$ cat src/rtl/cnn_pkg.sv
// Shared CNN constants: layer-1 geometry, buffer address widths and the pool FSM state type.
package cnn_pkg;

    localparam int unsigned L1_CH       = 16;
    localparam int unsigned L1_DIM      = 26;
    localparam int unsigned L1_POOL_DIM = 13;

    localparam int unsigned BUF_A_AW = 14;
    localparam int unsigned BUF_B_AW = 12;

    typedef enum logic [1:0] {
        StIdle,
        StRead,
        StWrite,
        StDone
    } pool_state_e;

endpackage

$ cat src/rtl/l1_pool_ctrl_if.sv
// Pool controller bus: start/busy/done handshake, buffer A read port, buffer B write port.
// The master side is the pool controller; the slave side is the RAM block plus the inference FSM.
interface l1_pool_ctrl_if
    import cnn_pkg::*;
#(
    parameter int unsigned A_AW = BUF_A_AW,
    parameter int unsigned B_AW = BUF_B_AW
);

    logic            start;
    logic            busy;
    logic            done;
    logic [A_AW-1:0] buf_a_addr;
    logic [7:0]      buf_a_rd_data;
    logic [B_AW-1:0] buf_b_addr;
    logic [7:0]      buf_b_wr_data;
    logic            buf_b_wr_en;

    modport master (
        input  start,
        input  buf_a_rd_data,
        output busy,
        output done,
        output buf_a_addr,
        output buf_b_addr,
        output buf_b_wr_data,
        output buf_b_wr_en
    );

    modport slave (
        output start,
        output buf_a_rd_data,
        input  busy,
        input  done,
        input  buf_a_addr,
        input  buf_b_addr,
        input  buf_b_wr_data,
        input  buf_b_wr_en
    );

endinterface

$ cat src/rtl/pool_addr_gen.sv
// Address generator for the 2x2/stride-2 pool walk. Keeps the window base in buffer A, the
// output column, the in-window tap index q and the buffer B write pointer. The window base is
// advanced incrementally so no multiplier is needed.
module pool_addr_gen
    import cnn_pkg::*;
#(
    parameter int unsigned CH      = L1_CH,
    parameter int unsigned IN_DIM  = L1_DIM,
    parameter int unsigned OUT_DIM = IN_DIM / 2,
    parameter int unsigned A_AW    = BUF_A_AW,
    parameter int unsigned B_AW    = BUF_B_AW
) (
    input  logic            clk,
    input  logic            rst,
    input  logic            i_clear,   // restart a pass from window 0
    input  logic            i_step,    // one READ cycle done: next tap
    input  logic            i_wrap,    // WRITE cycle done: next window
    output logic [A_AW-1:0] o_a_addr,
    output logic [B_AW-1:0] o_b_addr,
    output logic            o_q_first,
    output logic            o_q_last,
    output logic            o_last
);

    localparam int unsigned COL_W = (OUT_DIM > 1) ? $clog2(OUT_DIM) : 1;

    localparam logic [A_AW-1:0]  A_STEP     = A_AW'(2);
    // Column wrap skips the odd input row of the window pair.
    localparam logic [A_AW-1:0]  A_ROW_STEP = A_AW'(IN_DIM + 2);
    localparam logic [A_AW-1:0]  OFF_RIGHT  = A_AW'(1);
    localparam logic [A_AW-1:0]  OFF_DOWN   = A_AW'(IN_DIM);
    localparam logic [A_AW-1:0]  OFF_DIAG   = A_AW'(IN_DIM + 1);
    localparam logic [COL_W-1:0] COL_LAST   = COL_W'(OUT_DIM - 1);
    localparam logic [B_AW-1:0]  B_LAST     = B_AW'(CH * OUT_DIM * OUT_DIM - 1);

    logic [A_AW-1:0]  r_a_base;
    logic [COL_W-1:0] r_col;
    logic [1:0]       r_q;
    logic [B_AW-1:0]  r_b_ptr;
    logic [A_AW-1:0]  w_offset;

    // Counter state: cleared on reset or pass start, stepped by the FSM strobes.
    always_ff @(posedge clk) begin
        if (rst || i_clear) begin
            r_a_base <= '0;
            r_col    <= '0;
            r_q      <= '0;
            r_b_ptr  <= '0;
        end else if (i_wrap) begin
            r_q     <= '0;
            r_b_ptr <= r_b_ptr + B_AW'(1);
            if (r_col == COL_LAST) begin
                r_col    <= '0;
                r_a_base <= r_a_base + A_ROW_STEP;
            end else begin
                r_col    <= r_col + COL_W'(1);
                r_a_base <= r_a_base + A_STEP;
            end
        end else if (i_step) begin
            // 3 -> 0 roll-over is harmless: the FSM leaves READ after q=3.
            r_q <= r_q + 2'd1;
        end
    end

    // Tap offset within the 2x2 window: top-left, top-right, bottom-left, bottom-right.
    always_comb begin
        w_offset = '0;
        unique case (r_q)
            2'd0: w_offset = '0;
            2'd1: w_offset = OFF_RIGHT;
            2'd2: w_offset = OFF_DOWN;
            2'd3: w_offset = OFF_DIAG;
        endcase
    end

    assign o_a_addr  = r_a_base + w_offset;
    assign o_b_addr  = r_b_ptr;
    assign o_q_first = (r_q == 2'd0);
    assign o_q_last  = (r_q == 2'd3);
    assign o_last    = (r_b_ptr == B_LAST);

endmodule

$ cat src/rtl/l1_pool_ctrl.sv
// Layer-1 max-pool sequencer: reads each 2x2 window of buffer A over four cycles, keeps the
// signed running maximum and writes it to buffer B in a fifth cycle.
module l1_pool_ctrl
    import cnn_pkg::*;
#(
    parameter int unsigned CH      = L1_CH,
    parameter int unsigned IN_DIM  = L1_DIM,
    parameter int unsigned OUT_DIM = IN_DIM / 2,
    parameter int unsigned A_AW    = BUF_A_AW,
    parameter int unsigned B_AW    = BUF_B_AW
) (
    input  logic           clk,
    input  logic           rst,
    l1_pool_ctrl_if.master bus
);

    if ((IN_DIM % 2) != 0) begin : g_in_dim_odd
        $error("l1_pool_ctrl: IN_DIM must be even");
    end

    pool_state_e     r_state;
    pool_state_e     w_state_next;
    logic [7:0]      r_mx;

    logic            w_clear;
    logic            w_step;
    logic            w_wrap;
    logic [A_AW-1:0] w_a_addr;
    logic [B_AW-1:0] w_b_addr;
    logic            w_q_first;
    logic            w_q_last;
    logic            w_last;

    pool_addr_gen #(
        .CH      (CH),
        .IN_DIM  (IN_DIM),
        .OUT_DIM (OUT_DIM),
        .A_AW    (A_AW),
        .B_AW    (B_AW)
    ) u_addr_gen (
        .clk       (clk),
        .rst       (rst),
        .i_clear   (w_clear),
        .i_step    (w_step),
        .i_wrap    (w_wrap),
        .o_a_addr  (w_a_addr),
        .o_b_addr  (w_b_addr),
        .o_q_first (w_q_first),
        .o_q_last  (w_q_last),
        .o_last    (w_last)
    );

    // State register.
    always_ff @(posedge clk) begin
        if (rst) begin
            r_state <= StIdle;
        end else begin
            r_state <= w_state_next;
        end
    end

    // Running signed maximum; q=0 loads unconditionally, ties keep the earlier value.
    always_ff @(posedge clk) begin
        if (rst) begin
            r_mx <= '0;
        end else if (r_state == StRead) begin
            if (w_q_first || ($signed(bus.buf_a_rd_data) > $signed(r_mx))) begin
                r_mx <= bus.buf_a_rd_data;
            end
        end
    end

    // Next state and outputs; buses are held at zero outside the cycles that use them.
    always_comb begin
        w_state_next      = r_state;
        w_clear           = 1'b0;
        w_step            = 1'b0;
        w_wrap            = 1'b0;
        bus.busy          = 1'b0;
        bus.done          = 1'b0;
        bus.buf_a_addr    = '0;
        bus.buf_b_addr    = '0;
        bus.buf_b_wr_data = '0;
        bus.buf_b_wr_en   = 1'b0;

        unique case (r_state)
            StIdle: begin
                if (bus.start) begin
                    w_clear      = 1'b1;
                    w_state_next = StRead;
                end
            end
            StRead: begin
                bus.busy       = 1'b1;
                bus.buf_a_addr = w_a_addr;
                w_step         = 1'b1;
                if (w_q_last) begin
                    w_state_next = StWrite;
                end
            end
            StWrite: begin
                bus.busy          = 1'b1;
                bus.buf_b_wr_en   = 1'b1;
                bus.buf_b_wr_data = r_mx;
                bus.buf_b_addr    = w_b_addr;
                w_wrap            = 1'b1;
                w_state_next      = w_last ? StDone : StRead;
            end
            StDone: begin
                bus.done     = 1'b1;
                w_state_next = StIdle;
            end
        endcase
    end

endmodule

$ cat src/flat_wrapper.sv
// flat-port wrapper written by rule: the top's interface ports become plain ports
module l1_pool_ctrl_flat import cnn_pkg::*;
#(
    parameter int unsigned CH      = L1_CH,
    parameter int unsigned IN_DIM  = L1_DIM,
    parameter int unsigned OUT_DIM = IN_DIM / 2,
    parameter int unsigned A_AW    = BUF_A_AW,
    parameter int unsigned B_AW    = BUF_B_AW
)
  (clk, rst, bus_start, bus_buf_a_rd_data, bus_busy, bus_done, bus_buf_a_addr, bus_buf_b_addr, bus_buf_b_wr_data, bus_buf_b_wr_en);
  l1_pool_ctrl_if #(.A_AW(A_AW), .B_AW(B_AW)) bus_i ();
  input  logic clk;
  input  logic rst;
  input wire logic [$bits(bus_i.start)-1:0] bus_start;
  input wire logic [$bits(bus_i.buf_a_rd_data)-1:0] bus_buf_a_rd_data;
  output wire logic [$bits(bus_i.busy)-1:0] bus_busy;
  output wire logic [$bits(bus_i.done)-1:0] bus_done;
  output wire logic [$bits(bus_i.buf_a_addr)-1:0] bus_buf_a_addr;
  output wire logic [$bits(bus_i.buf_b_addr)-1:0] bus_buf_b_addr;
  output wire logic [$bits(bus_i.buf_b_wr_data)-1:0] bus_buf_b_wr_data;
  output wire logic [$bits(bus_i.buf_b_wr_en)-1:0] bus_buf_b_wr_en;
  assign bus_i.start = bus_start;
  assign bus_i.buf_a_rd_data = bus_buf_a_rd_data;
  assign bus_busy = bus_i.busy;
  assign bus_done = bus_i.done;
  assign bus_buf_a_addr = bus_i.buf_a_addr;
  assign bus_buf_b_addr = bus_i.buf_b_addr;
  assign bus_buf_b_wr_data = bus_i.buf_b_wr_data;
  assign bus_buf_b_wr_en = bus_i.buf_b_wr_en;
  l1_pool_ctrl #(.CH(CH), .IN_DIM(IN_DIM), .OUT_DIM(OUT_DIM), .A_AW(A_AW), .B_AW(B_AW)) u_core (.clk(clk), .rst(rst), .bus(bus_i));
endmodule
$ cat config.mk
export PLATFORM = sky130hd
export DESIGN_NAME = l1_pool_ctrl_flat
export DESIGN_NICKNAME = d
export VERILOG_FILES = /design/src/rtl/cnn_pkg.sv /design/src/rtl/l1_pool_ctrl_if.sv /design/src/rtl/pool_addr_gen.sv /design/src/rtl/l1_pool_ctrl.sv /design/src/flat_wrapper.sv
export SDC_FILE = /design/constraint.sdc
export NUM_CORES = 1
export LEC_CHECK = 0
export BUFFER_PORTS_ARGS = -buffer_cell sky130_fd_sc_hd__buf_2
export CORE_MARGIN = 2
export CORE_UTILIZATION = 39
export DETAILED_ROUTE_END_ITERATION = 10
export PLACE_DENSITY = 0.69
export RECOVER_POWER = 50
export SYNTH_ARGS = -nofsm -noshare
export SYNTH_HDL_FRONTEND = slang
export SYNTH_SLANG_ARGS = --single-unit
$ cat constraint.sdc
create_clock -name clk -period 5.4 [get_ports clk]
set_clock_uncertainty 0.05 [all_clocks]
set_input_delay 1.08 -clock clk [delete_from_list [all_inputs] [get_ports clk]]
set_output_delay 1.08 -clock clk [all_outputs]
set_load 0.005 [all_outputs]
---- Yosys cells after proc, flatten, opt, wreduce, memory -nomap -nowiden ----
Cells that the tools add are included.
storage, ports and cells
  bits in registers ....................... 42
  input bits .............................. 11
  word-level logic and storage cells ...... 47
cells by class
  add/sub/neg operators ................... 6
  reductions and logical operators ........ 8
  order comparisons ....................... 1
  muxes and demuxes ....................... 16
  eq/ne operators ......................... 10
operators by type and width
  operator                                                         number
  14-bit case mux with 4 select lines                              1
  14-bit two-way mux                                               2
  14-bit adder                                                     1
  14-bit by 2-bit adder with 14-bit output, second input constant  1
  14-bit by 5-bit adder with 14-bit output, second input constant  1
  12-bit by 1-bit adder with 12-bit output, second input constant  1
  12-bit == test, second input constant                            1
  12-bit two-way mux                                               1
  2-bit == test, second input constant                             4
  8-bit greater-than comparator                                    1
  8-bit two-way mux                                                1
  2-bit case mux with 4 select lines                               1
  1-bit two-way mux                                                6
  2-bit two-way mux                                                3
  4-bit by 1-bit adder with 4-bit output, second input constant    1
  2-bit by 1-bit == test with 1-bit output, second input constant  2
  4-bit == test, second input constant                             1
  2-bit logical NOT                                                2
  4-bit two-way mux                                                1
  2-bit != test, second input constant                             2
  2-bit AND reduction                                              2
  2-bit OR reduction                                               2
  2-bit by 1-bit adder with 2-bit output, second input constant    1
  1-bit logical OR                                                 2

---- Depth between registers and ports, before layout ----
Gate-level depths: netlist of the first run.
  word-level depth ........................ 4
  mapped depth ............................ 8
  mapped depth without buffers ............ 7

---- Hierarchy ----
Synthesis of the first run repeated with hierarchy kept, for this count alone.
second synthesis, totals
  cell total of the unflattened synthesis .. 392
  area, all modules ....................... 3,096.7 um^2
by module, submodules not included
  module         instances  cells an instance  sequential area each (um^2)  area an instance (um^2)
  pool_addr_gen  1          225                620.6                        1,878.1
  l1_pool_ctrl   1          167                200.2                        1,218.7

---- Worst setup path before layout of the first run ----
No wires, ideal clock.
  path kind ............................... reg-to-output
  start point ............................. register u_core.u_addr_gen.r_a_base[1]
  end point ............................... output port bus_buf_a_addr[13]
  buffers on the path ..................... 0
  cell stages (with the launch flop) ...... 8
  required time ........................... 4,270 ps
  data arrival time ....................... 1,564 ps
  setup slack ............................. 2,706 ps
  cells stage by stage .................... dfxtp_1 > ha_1 > ha_1 > a21o_1 > a21oi_1 > nor3_1 > xnor2_1 > nor2_1
between the ends
  cells in the longest elaborated chain, start to end .. 2
ends and longest elaborated chain
  item                    line                 text
  from (decl)             pool_addr_gen.sv:36  logic [A_AW-1:0] r_a_base;
  from (signal assigned)  pool_addr_gen.sv:54  r_a_base <= r_a_base + A_ROW_STEP;
  from (signal assigned)  pool_addr_gen.sv:57  r_a_base <= r_a_base + A_STEP;
  14-bit adder            pool_addr_gen.sv:76  assign o_a_addr = r_a_base + w_offset;
  14-bit two-way mux      l1_pool_ctrl.sv:86   unique case (r_state)
  to (decl)               flat_wrapper.sv:18   output wire logic [$bits(bus_i.buf_a_addr)-1:0] bus_buf_a_addr;
Every way passes these cells.

---- Final worst setup path of the first run ----
  start point ............................. register u_core.r_state[0]
  end point ............................... output port bus_buf_b_wr_data[6]
between the ends
  cells in the longest elaborated chain, start to end .. 2
ends and longest elaborated chain
  item                    line                text
  from (decl)             l1_pool_ctrl.sv:21  pool_state_e r_state;
  from (signal assigned)  l1_pool_ctrl.sv:56  r_state <= StIdle;
  from (signal assigned)  l1_pool_ctrl.sv:58  r_state <= w_state_next;
  2-bit == test           l1_pool_ctrl.sv:86
  8-bit two-way mux       l1_pool_ctrl.sv:86
  to (decl)               flat_wrapper.sv:20  output wire logic [$bits(bus_i.buf_b_wr_data)-1:0] bus_buf_b_wr_data;
Every way passes these cells.

==> results of run 1 <==
-- flip-flops by register name, summed over array words and instances (netlist names) --
signal / flops
u_core.u_addr_gen.r_a_base: 13
u_core.u_addr_gen.o_b_addr: 12
u_core.r_mx: 8
u_core.u_addr_gen.r_col: 4
u_core.r_state: 2
u_core.u_addr_gen.r_q: 2
-- area by class of cell --
type	instances	area share (%)
multi-input cells	253	56.31
flip-flops and latches	41	26.86
clock buffers	7	3.153
clock inverters	1	0.1638
repair buffers	47	7.535
inverters	22	2.703
well taps	80	3.276
-- layout by cell type (no fill, tap or decap), types with 2 or more instances in the layout --
cell type / netlist / final
a211oi_1: 3 / 3
xnor2_1: 18 / 18
mux2i_1: 11 / 11
and3_1: 8 / 8
o21a_1: 1 / 2
ha_1: 27 / 27
or3_1: 4 / 4
nor4_2: 3 / 3
nand2_1: 19 / 19
and2_1: 16 / 15
a21oi_1: 17 / 17
a21o_1: 2 / 2
nand4_1: 4 / 4
o22ai_1: 2 / 2
o21ai_0: 5 / 5
buf_2: 1 / 43
o21ai_1: 3 / 3
xor2_1: 12 / 12
nor2_1: 46 / 46
inv_1: 21 / 21
nand3_1: 6 / 6
clkbuf_1: 10 / 4
nor3_1: 11 / 11
clkbuf_8: 0 / 7
dfxtp_1: 41 / 41
nand2b_1: 17 / 17
and4_1: 2 / 2
-- where the power goes --
group | switching [W] | total (W) | internal (W)
logic | 0.000182 | 0.000301 | 0.000119
clock network | 0.000106 | 0.000222 | 0.000116
registers | 0.0000272 | 0.000363 | 0.000335
total | 0.000315 | 0.000885 | 0.000570
-- critical path: stages, from the launching register on --
cell	delay, ns
dfxtp_1	0.34
inv_1	0.14
ha_1	0.76
inv_1	0.45
nor2_1	0.19
buf_2	0.14
-- logic make-up (layout without fill, tap and decap cells) --
kind of cell	after synthesis	after routing	synth area share, %
xor gates and xnor gates	30	30	9.781
adders and majority gates	27	27	12.58
AOI/OAI and AO/OA	40	40	9.036
DFF	41	41	30.55
buffers and inverters	35	77	5.356
and+or+nand+nor	144	144	28.18
muxes	12	12	4.518
-- metal layers --
| metal | routed length [um] | vias up |
|---|---|---|
| met5 | 0 | - |
| met3 | 196 | 9 |
| li1 | - | 1185 |
| met1 | 2720 | 1035 |
| met4 | 86 | 0 |
| met2 | 2417 | 35 |
-- how the worst min path moves through the flow --
stage / from / to / slack [ns] / cells past startpoint
global placement: u_core.r_mx[7]$_SDFFE_PP0P_ / u_core.r_mx[7]$_SDFFE_PP0P_ / 0.41 / 2
CTS: u_core.r_mx[4]$_SDFFE_PP0P_ / u_core.r_mx[4]$_SDFFE_PP0P_ / 0.44 / 2
global route: u_core.r_mx[5]$_SDFFE_PP0P_ / u_core.r_mx[5]$_SDFFE_PP0P_ / 0.45 / 2
detailed placement: u_core.r_mx[4]$_SDFFE_PP0P_ / u_core.r_mx[4]$_SDFFE_PP0P_ / 0.43 / 2
floorplan: u_core.r_mx[1]$_SDFFE_PP0P_ / u_core.r_mx[1]$_SDFFE_PP0P_ / 0.40 / 2
finish: u_core.r_mx[4]$_SDFFE_PP0P_ / u_core.r_mx[4]$_SDFFE_PP0P_ / 0.43 / 2
-- stage by stage --
stage | cell area (um2) | setup slack [ns] | util (%)
2_1_floorplan | 2686 | 2.706 | -
3_3_place_gp | 2960 | 2.330 | 44.06
3_5_place_dp | 2960 | 2.259 | 44.06
4_1_cts | 3062 | 1.917 | 45.57
5_1_grt | 3055 | 1.614 | 45.47
6_report | 3055 | 1.955 | 45.47
==> flow_metrics.py, run 1 <==
metrics = {
    "global_routing": {
        "grt_pass1_wl_um": 9308,
        "grt_max_degree": 32,
        "met1_usage_pct": 19.70,
        "use_met2_pct": 24.71,
        "busiest_layer": "met2",
        "track_usage_pct": 15.07,
        "use_met3_pct": 3.128,
        "overflow": 0,
        "grt_pass1_vias": 2121,
        "antenna_found_initial": 0,
    },
    "clock_tree": {
        "cts_setup_buffers": 0,
        "clock-sinks": 41,
        "clkTransAtPathRegs_ns": 0.08,
        "h-tree-depth": 2,
        "postCtsHoldBufs": 0,
        "clk_latency_ns": 0.29,
        "cts_root_buf": "clkbuf_8",
        "clockBufferDepth": 2,
        "cts_tree": "built",
        "cts.repair.resized": 0,
        "cts_buffers": 5,
    },
    "synthesis": {
        "ys_async_sr_fraction_pct": 0,
        "synth.avg_cell_area_um2": 8.165,
        "netlist_area_um2": 2686,
        "synth_commonest_cells": "nor2_1 (46), dfxtp_1 (41), ha_1 (27)",
        "synth_most_common_cell": "nor2_1",
        "ys_seq_area_share_pct": 30.55,
        "synth_area_leader_cell": "dfxtp_1",
        "synth.area.top_cells": "dfxtp_1 (31%), ha_1 (13%), nor2_1 (6.4%), xnor2_1 (5.9%), mux2i_1 (4.1%)",
        "ys_types": 45,
        "syn_inst": 329,
        "netlist.area_leader.share_pct": 30.55,
        "synth_ff_type": "dfxtp_1",
        "synth-seq-cells": 41,
        "synth_edf_count": 0,
        "syn-num-nets": 367,
        "yosys_warnings": 0,
    },
    "critical_path": {
        "required_ns": 4.27,
        "r2r_end": "u_core.u_addr_gen.r_a_base[11]$_SDFFE_PP0P_",
        "start_kind": "register",
        "critPathArrivalTime_ns": 2.32,
        "r2r_start": "u_core.r_state[0]$_SDFFE_PP0P_",
        "r2r_slack_ns": 2.76,
        "worstPathMaxFanout": 29,
        "crit_type": "reg2out",
        "cp-startpoint": "u_core.r_state[0]$_SDFFE_PP0P_",
        "crit_path_end_kind": "primary output",
        "crit_end": "bus_buf_b_wr_data[6]",
        "reg2regPathDepth": 7,
    },
    "floorplan": {
        "core_um2": 6719,
        "start_util_pct": 39.98,
        "die_area_um2": 7568,
        "die_x_um": 87.00,
        "ios": 48,
        "row_count": 30,
        "die_h_um": 87.00,
    },
    "routing": {
        "drc": 0,
        "drt_iter0_drc": 65,
        "num_vias": 2264,
        "dr.pass1.iters": 4,
        "viasPerCell": 5.020,
        "ant_nets": 0,
        "totalWireLength_um": 5420,
        "wire_per_inst_um": 12.02,
    },
    "timing": {
        "period_share_pct": 63.80,
        "maxSlewHeadroom_pct": 33.04,
        "setup_violations": 0,
        "rsz0062_at_grt": "no",
        "worst_pin_slew_ns": 1.004,
        "setup-tns-final_ns": 0,
        "min_period_ns": 3.445,
        "drv_slew": 0,
        "worst_hold_slack_ns": 0.4280,
        "max_freq_mhz": 290.3,
        "hold_violations": 0,
    },
    "final_layout": {
        "regArea_um2": 820.8,
        "multi_input_area_um2": 1720,
        "num-fill-cells": 663,
        "syn_to_final_growth_pct": 13.74,
        "drive_gt1_share_pct": 15.36,
        "diodes": 0,
        "final_nets": 408,
        "fin_cells": 451,
    },
    "placed_design": {
        "hpwl_um": 4068,
        "portBuffers": 47,
        "dp.cells": 443,
        "gp_congestion": 0.8162,
    },
    "power_and_ir_drop": {
        "power.total_w": 0.0008848,
        "power.leakage_nw": 1.306,
        "ir_drop_mv": 0.1118,
        "power-per-cell-area_nw_per_um2": 289.6,
    },
    "hold_path": {
        "hold_class": "reg2reg",
    },
    "job": {
        "drv_cap": 0,
    },
    "outcome": {
        "status": "complete, no violations",
    },
}
Power figures use the tool's default switching activity.
==> inputs of run 2 (changes only) <==
- PLACE_DENSITY: 0.69 -> 0.71
- clock period: 5.4 -> 3 ns (I/O delays scaled with it)
==> run 2 against run 1 <==
  * Non-clock buffer count rose by 2
  * Highest routed layer unchanged
  * Global-route usage up 1.2 points
  * Critical endpoint is now bus_buf_a_addr[6]
  * Routed wire length rose by 4.5%
==> flow_metrics.py, run 2 (same netlist as run 1, synthesis figures left out) <==
metrics = {
    "clock_tree": {
        "cts_root_buf": "clkbuf_8",
        "cts_tree": "built",
        "clk_latency_ns": 0.30,
        "clkTransAtPathRegs_ns": 0.09,
        "clock-sinks": 41,
        "cts_buffers": 5,
        "clockBufferDepth": 2,
        "cts_setup_buffers": 0,
        "h-tree-depth": 2,
        "postCtsHoldBufs": 0,
    },
    "final_layout": {
        "fin_cells": 453,
        "num-fill-cells": 670,
        "mostFrequentLayoutCells": "nor2_1 (46), buf_2 (45), dfxtp_1 (41), ha_1 (27), inv_1 (21)",
        "final_nets": 410,
        "largest_reg_flops": 13,
        "syn_to_final_growth_pct": 14.21,
        "drive_gt1_share_pct": 16.35,
        "diodes": 0,
        "layout_commonest_cell": "nor2_1",
        "largest_register": "u_core.u_addr_gen.r_a_base",
    },
    "timing": {
        "min_period_ns": 2.765,
        "setup_violations": 0,
        "worst_pin_slew_ns": 1.433,
        "rsz0062_at_grt": "no",
        "worst_hold_slack_ns": 0.4317,
        "maxSlewHeadroom_pct": 4.445,
        "setup-tns-final_ns": 0,
        "hold_violations": 0,
        "drv_slew": 0,
        "max_freq_mhz": 361.7,
        "period_share_pct": 92.16,
        "fin_ws_ns": 0.2351,
    },
    "power_and_ir_drop": {
        "combPwrFrac_pct": 33.6,
        "switching_power_w": 0.0005732,
        "power-per-cell-area_nw_per_um2": 520.5,
        "power.total_w": 0.001597,
        "clockPowerShare_pct": 25.6,
        "intPower_w": 0.001024,
        "p_seq_share_pct": 40.8,
        "ir_drop_mv": 0.2312,
        "power.leakage_nw": 1.313,
        "switching_share_pct": 35.90,
    },
    "floorplan": {
        "die_x_um": 87.00,
        "core_um2": 6719,
        "row_count": 30,
        "die_h_um": 87.00,
        "ios": 48,
        "die_area_um2": 7568,
        "start_util_pct": 39.98,
    },
    "job": {
        "drv_cap": 0,
    },
    "global_routing": {
        "overflow": 0,
        "track_usage_pct": 16.25,
        "grt_pass1_vias": 2205,
        "grt_pass1_wl_um": 9915,
        "grt_max_degree": 32,
        "antenna_found_initial": 0,
    },
    "routing": {
        "ant_nets": 0,
        "dr.pass1.iters": 4,
        "viasPerCell": 5.066,
        "totalWireLength_um": 5664,
        "num_vias": 2295,
        "drt_iter0_drc": 139,
        "drc": 0,
        "wire_per_inst_um": 12.50,
    },
    "outcome": {
        "status": "complete, no violations",
    },
    "placed_design": {
        "hpwl_um": 4149,
        "gp_congestion": 0.8493,
        "dp.cells": 445,
        "portBuffers": 47,
        "dp_slack_ns": 0.4890,
    },
    "critical_path": {
        "required_ns": 2.35,
        "start_kind": "register",
        "critPathArrivalTime_ns": 2.11,
        "worstPathMaxFanout": 5,
        "crit_path_end_kind": "primary output",
        "reg2regPathDepth": 5,
        "crit_type": "reg2out",
    },
    "hold_path": {
        "worstHoldPathCells": 2,
        "hold_class": "reg2reg",
    },
}
==> run 2: power by group through the flow <==
stage | clock [W] | sequential [W] | combinational [W]
6_report | 0.000409 | 0.000651 | 0.000537
3_3_place_gp | 0 | 0.000660 | 0.000535
3_5_place_dp | 0 | 0.000664 | 0.000548
2_1_floorplan | 0 | 0.000653 | 0.000444
5_1_grt | 0.000439 | 0.000660 | 0.000608
4_1_cts | 0.000422 | 0.000651 | 0.000554
==> run 2: area by class of cell <==
cell class              instances  area [um2]  area share (%)
well taps                      80       100.1           3.263
multi-input cells             253        1719           56.04
clock inverters                 1       5.005          0.1631
repair buffers                 49       244.0           7.953
inverters                      22       82.58           2.692
clock buffers                   7       96.34           3.140
flip-flops and latches         41       820.8           26.75
==> run 2: repair_timing <==
action | in CTS | in global routing
setup endpoints to repair | 0 | 4
resized for setup | 0 | 1
endpoints found under the hold margin | 0 | 0
==> run 2: through the flow <==
step                utilization, %  area (um2)
finish                       45.66        3068
global route                 45.66        3068
CTS                          45.79        3077
detailed placement           44.28        2975
global placement             44.28        2975
floorplan                        -        2686
==> run 2: routing by layer <==
layer	part of all wire (%)	track usage, %
met3	4.1	3.981
met5	0	0
met2	45	26.44
met1	48	20.56
met4	2.4	6.534
==> run 2: final timing paths <==
kind / end / from / slack [ns]
max: bus_buf_a_addr[6] / u_core.u_addr_gen.r_a_base[3]$_SDFFE_PP0P_ / 0.24
min: u_core.r_mx[1]$_SDFFE_PP0P_ / u_core.r_mx[1]$_SDFFE_PP0P_ / 0.43
min reg2reg: u_core.r_mx[1]$_SDFFE_PP0P_ / u_core.r_mx[1]$_SDFFE_PP0P_ / 0.43
max reg2reg: u_core.u_addr_gen.r_col[0]$_SDFFE_PP0P_ / u_core.r_state[0]$_SDFFE_PP0P_ / 0.83
==> run 2: worst max-delay path: stages (launching register included) <==
cell and delay (ns):
dfxtp_1 0.43, ha_1 0.30, a31o_1 0.24, a21oi_1 0.37, nor2b_1 0.11, xnor2_1 0.14, nor2_1 0.09, buf_2 0.12
